File: config.mk
export PLATFORM = sky130hd
export DESIGN_NAME = apb_cmd_master
export DESIGN_NICKNAME = d
export VERILOG_FILES = /design/src/rtl/apb_cmd_master.sv
export SDC_FILE = /design/constraint.sdc
export NUM_CORES = 1
export LEC_CHECK = 0
export CORE_MARGIN = 2
export CORE_UTILIZATION = 43
export CTS_BUF_LIST = sky130_fd_sc_hd__clkbuf_8
export CTS_CLUSTER_DIAMETER = 120
export DETAILED_ROUTE_END_ITERATION = 12
export PLACE_DENSITY_LB_ADDON = 0.1
export SLEW_MARGIN = 20
export SYNTH_ARGS = -nofsm -noshare
export SYNTH_HDL_FRONTEND = slang
export SYNTH_SLANG_ARGS = --single-unit
File: constraint.sdc
create_clock -name sys_clk -period 2.23 [get_ports sys_clk]
set_clock_uncertainty 0.15 [all_clocks]
set_input_delay 0.5575 -clock sys_clk [delete_from_list [all_inputs] [get_ports sys_clk]]
set_output_delay 0.5575 -clock sys_clk [all_outputs]
set_load 0.03 [all_outputs]
File: src/rtl/apb_cmd_master.sv
// rtl/apb_cmd_master.sv - APB initiator turning single valid/ready commands into timer register transfers
module apb_cmd_master #(
  parameter int ADDR_W  = 12,
  parameter int DATA_W  = 32,
  parameter int TIMEOUT = 16
) (
  input  logic                sys_clk,
  input  logic                sys_rst_n,
  input  logic                cmd_valid,
  output logic                cmd_ready,
  input  logic                cmd_write,
  input  logic [ADDR_W-1:0]   cmd_addr,
  input  logic [DATA_W-1:0]   cmd_wdata,
  input  logic [DATA_W/8-1:0] cmd_strb,
  output logic                rsp_valid,
  input  logic                rsp_ready,
  output logic [DATA_W-1:0]   rsp_rdata,
  output logic                rsp_err,
  output logic                rsp_timeout,
  output logic                tim_psel,
  output logic                tim_penable,
  output logic                tim_pwrite,
  output logic [ADDR_W-1:0]   tim_paddr,
  output logic [DATA_W-1:0]   tim_pwdata,
  output logic [DATA_W/8-1:0] tim_pstrb,
  input  logic                tim_pready,
  input  logic                tim_pslverr,
  input  logic [DATA_W-1:0]   tim_prdata
);

  localparam logic [1:0] ST_IDLE   = 2'd0;
  localparam logic [1:0] ST_SETUP  = 2'd1;
  localparam logic [1:0] ST_ACCESS = 2'd2;
  localparam logic [1:0] ST_RESP   = 2'd3;

  localparam logic [15:0] TIMEOUT_LIM = 16'(TIMEOUT);

  logic [1:0]  state;
  logic [15:0] wait_cnt;
  logic [15:0] wait_cnt_inc;
  logic        cmd_fire;
  logic        timeout_hit;

  assign cmd_fire     = cmd_valid & cmd_ready;
  assign wait_cnt_inc = wait_cnt + 16'd1;
  // Abort on the cycle whose unready edge would bring the count to the limit
  assign timeout_hit  = (TIMEOUT_LIM != 16'd0) && (wait_cnt_inc == TIMEOUT_LIM);

  always_ff @(posedge sys_clk or negedge sys_rst_n) begin
    if (!sys_rst_n) begin
      state       <= ST_IDLE;
      wait_cnt    <= 16'd0;
      cmd_ready   <= 1'b0;
      rsp_valid   <= 1'b0;
      rsp_rdata   <= '0;
      rsp_err     <= 1'b0;
      rsp_timeout <= 1'b0;
      tim_psel    <= 1'b0;
      tim_penable <= 1'b0;
      tim_pwrite  <= 1'b0;
      tim_paddr   <= '0;
      tim_pwdata  <= '0;
      tim_pstrb   <= '0;
    end else begin
      case (state)
        ST_IDLE: begin
          cmd_ready <= 1'b1;
          if (cmd_fire) begin
            cmd_ready  <= 1'b0;
            state      <= ST_SETUP;
            rsp_rdata  <= '0;
            tim_psel   <= 1'b1;
            tim_pwrite <= cmd_write;
            tim_paddr  <= cmd_addr;
            tim_pwdata <= cmd_write ? cmd_wdata : '0;
            tim_pstrb  <= cmd_write ? cmd_strb : '0;
          end
        end
        ST_SETUP: begin
          tim_penable <= 1'b1;
          wait_cnt    <= 16'd0;
          state       <= ST_ACCESS;
        end
        ST_ACCESS: begin
          // A ready slave wins over a timeout landing in the same cycle
          if (tim_pready || timeout_hit) begin
            state       <= ST_RESP;
            rsp_valid   <= 1'b1;
            tim_psel    <= 1'b0;
            tim_penable <= 1'b0;
            tim_pwrite  <= 1'b0;
            tim_paddr   <= '0;
            tim_pwdata  <= '0;
            tim_pstrb   <= '0;
            if (tim_pready) begin
              rsp_rdata   <= tim_pwrite ? '0 : tim_prdata;
              rsp_err     <= tim_pslverr;
              rsp_timeout <= 1'b0;
            end else begin
              rsp_rdata   <= '0;
              rsp_err     <= 1'b1;
              rsp_timeout <= 1'b1;
            end
          end else begin
            wait_cnt <= wait_cnt_inc;
          end
        end
        ST_RESP: begin
          if (rsp_ready) begin
            rsp_valid   <= 1'b0;
            rsp_err     <= 1'b0;
            rsp_timeout <= 1'b0;
            cmd_ready   <= 1'b1;
            state       <= ST_IDLE;
          end
        end
        default: state <= ST_IDLE;
      endcase
    end
  end

endmodule
==> flow_summary.yaml <==
outcome:
  status: "complete, but fails checks"
  violations: "setup timing"
pwr:
  combPwrFrac_pct: 56.7
  p_leak_nw: 3.71
  ir_drop_uv: 609
  power_frac_seq_pct: 31.0
  netSwitchingFraction_pct: 44.2
  switchingPower_mw: 4.37
  p_clk_share_pct: 12.3
  p_per_area_nw_per_um2: 1170
  finalPower_mw: 9.88
  p_int_mw: 5.51
logic_synthesis:
  synth_area_um2: 5390
  synth_area_leader_cell: "dfrtp_1"
  yosys_warnings: 0
  synth_seq_cells: 105
  yosysTopAreaCellShare_pct: 48.7
  synthFlopType: "dfrtp_1"
  yosys-top-cells-area: "dfrtp_1, a22oi_1, o21ai_2, inv_1, o21ai_1"
  syn_nets: 629
  ys_types: 50
  syn_avg_cell_area_um2: 10.1
  synth_cells: 536
  synth_edf_count: 0
  async_reset_ff_share_pct: 100
  ys_seq_area_share_pct: 48.7
hold_path:
  hold_class: "flip-flop to flip-flop"
setup_path:
  max_stage_delay_ns: 0.48
  worstSetupStartpointType: "flip-flop"
  cp_slowest_cell: "or4_4"
  cp.arrival_ns: 2.52
  endpoint_kind: "flip-flop"
  criticalPathCategory: "flip-flop to flip-flop"
  cp_max_fo: 6
  cp.required_ns: 2.38
  crit_chain: "nand4_1 > buf_4 > nor4_4 > xnor2_2 > nand4b_4 > buf_12 > or4_4 > nand3_2"
timing:
  rsz0062_at_grt: "yes"
  fin_crit_ns: 2.37
  setup_slack_ns: -0.135
  whs_ns: 0.386
  finalCritPeriodShare_pct: 106
  setup_violations: 94
  slew_headroom_pct: 67.6
  fin_tns_setup_ns: -7.83
  worst_pin_slew_ns: 0.486
  maxSlewViolCount: 0
  clock.fmax_mhz: 423
  hold_viol_final: 0
route:
  totalWireLength_um: 15400
  drt_iter0_drc: 291
  num_vias: 4908
  antenna_left: 0
  viasPerCell: 5.19
  wl_per_cell_um: 16.3
  first_pass_iters: 4
  drc: 0
place:
  gp_congestion: 0.874
  post-place-cells: 913
  numPortBuffers: 173
  place_area_um2: 7850
  preCtsSetupSlack_ns: -0.154
  hpwl_um: 11300
clock_network:
  worstSkewPairLatency_ns: 0.36
  clk_pin_slew_ns: 0.10
  cts_buffer_depth: 2
  htreeDepth: 3
  root_buffer: "clkbuf_8"
  cts.sinks: 105
  cts_tree: "yes"
  cts-buffers-inserted: 9
global_route:
  grt_usage_pct: 22.5
  grt.overflow.total: 0
  grt_antenna_before_repair: 0
  grt_pass1_vias: 4745
  grt_max_degree: 39
  grt_pass1_wl_um: 23900
finish:
  drive_gt1_share_pct: 25.4
  multiInputGateArea_um2: 2460
  fillCellCount: 934
  nNetsFinal: 865
  layout.area.seq_um2: 2630
  utilization_pct: 69.7
  final_cell_count_no_fill: 945
  mostFrequentLayoutCells: "clkdlybuf4s50_1, dfrtp_1, inv_1"
  layout.cells.most_common: "clkdlybuf4s50_1"
  n_antenna_cell: 0
  fin_area_um2: 8440
  area_growth_pct: 56.6
floorplan:
  die_h_um: 116
  initial_core_util_pct: 44.5
  pin_count: 174
  design.core.area_um2: 12100
  dieArea_um2: 13400
  rows: 40
  fp.dieW_um: 116
run:
  max_cap_viol_count: 0
cell usage after synthesis (all sizes together) (2+ instances only):
| cell type | number |
|---|---|
| nor2b | 6 |
| o21ai | 96 |
| and4 | 3 |
| nor4 | 2 |
| xnor2 | 3 |
| nand3 | 8 |
| mux2i | 11 |
| xor2 | 2 |
| ha | 6 |
| a22oi | 81 |
| a21oi | 8 |
| nor3 | 4 |
| inv | 85 |
| clkbuf | 20 |
| buf | 13 |
| or3 | 3 |
| dfrtp | 105 |
| nor2 | 14 |
| nand2b | 5 |
| o211ai | 12 |
| and3 | 3 |
| nand2 | 22 |
| nand4 | 7 |
power by group through the flow:
stage	Sequential [mW]	Clock, mW	Combinational [mW]
3_3_place_gp	3.06	0	5.39
2_1_floorplan	4.16	0	2.12
4_1_cts	3.05	1.25	5.59
6_report	3.06	1.22	5.60
5_1_grt	3.15	1.34	6.03
3_5_place_dp	3.09	0	5.50
per-layer routing:
layer	wire length [um]	GRT usage [%]
met1	6740	30.3
met2	7550	37.5
met3	924	4.45
met4	217	5.48
met5	0	0
worst max-delay path: cells and delay by family, from the launching register on:
kind | cells | cell delay, ns
AND/OR/NAND/NOR | 5 | 1.19
buffers and inverters | 2 | 0.37
flip-flops | 1 | 0.38
XOR/XNOR | 1 | 0.19
flip-flops by register name (all words and copies together), names as in the netlist:
register / cells
tim_paddr: 12
tim_psel: 1
rsp_rdata: 32
rsp_timeout: 1
rsp_valid: 1
cmd_ready: 1
rsp_err: 1
state: 2
wait_cnt: 16
tim_pstrb: 4
tim_pwdata: 32
tim_pwrite: 1
tim_penable: 1
cell families after synthesis:
group,count (synthesis),synth area share [%]
muxes,12,2.25
AOI/OAI and AO/OA,208,28.8
adders and majority gates,6,1.39
xor gates and xnor gates,5,0.813
and+or+nand+nor,82,8.57
buffers and inverters,118,9.42
DFF,105,48.7
what timing repair did:
action | CTS | global route
pin swaps | 20 | 15
gates resized for setup | 24 | 27
endpoints found under the setup margin | 82 | 106
gates cloned | 0 | 2
buffers inserted | 8 | 5
hold buffers | 1 | 0
endpoints found under the hold margin | 13 | 0
final timing paths:
| kind | startpoint | endpoint | slack [ns] | depth (start not counted) |
|---|---|---|---|---|
| worst max-delay path | wait_cnt[12] | rsp_timeout | -0.14 | 8 |
| worst min-delay path | tim_pstrb[3] | tim_pstrb[3] | 0.39 | 2 |
| worst max register to register | wait_cnt[12] | rsp_timeout | -0.14 | 8 |
| worst min register to register | tim_pstrb[3] | tim_pstrb[3] | 0.39 | 2 |
| max in group asynchronous | sys_rst_n | rsp_rdata[5] | 0.84 | 3 |
| min in group asynchronous | sys_rst_n | tim_paddr[0] | 0.56 | 2 |
cell type report:
cell class	count	area share, %
clock inverters	7	0.889
clock buffers	9	1.47
flip-flops and latches	105	31.2
well taps	168	2.49
inverters	85	3.78
multi-input cells	313	29.1
repair buffers	258	31.1
No activity file was read; power rests on OpenSTA's default activity.
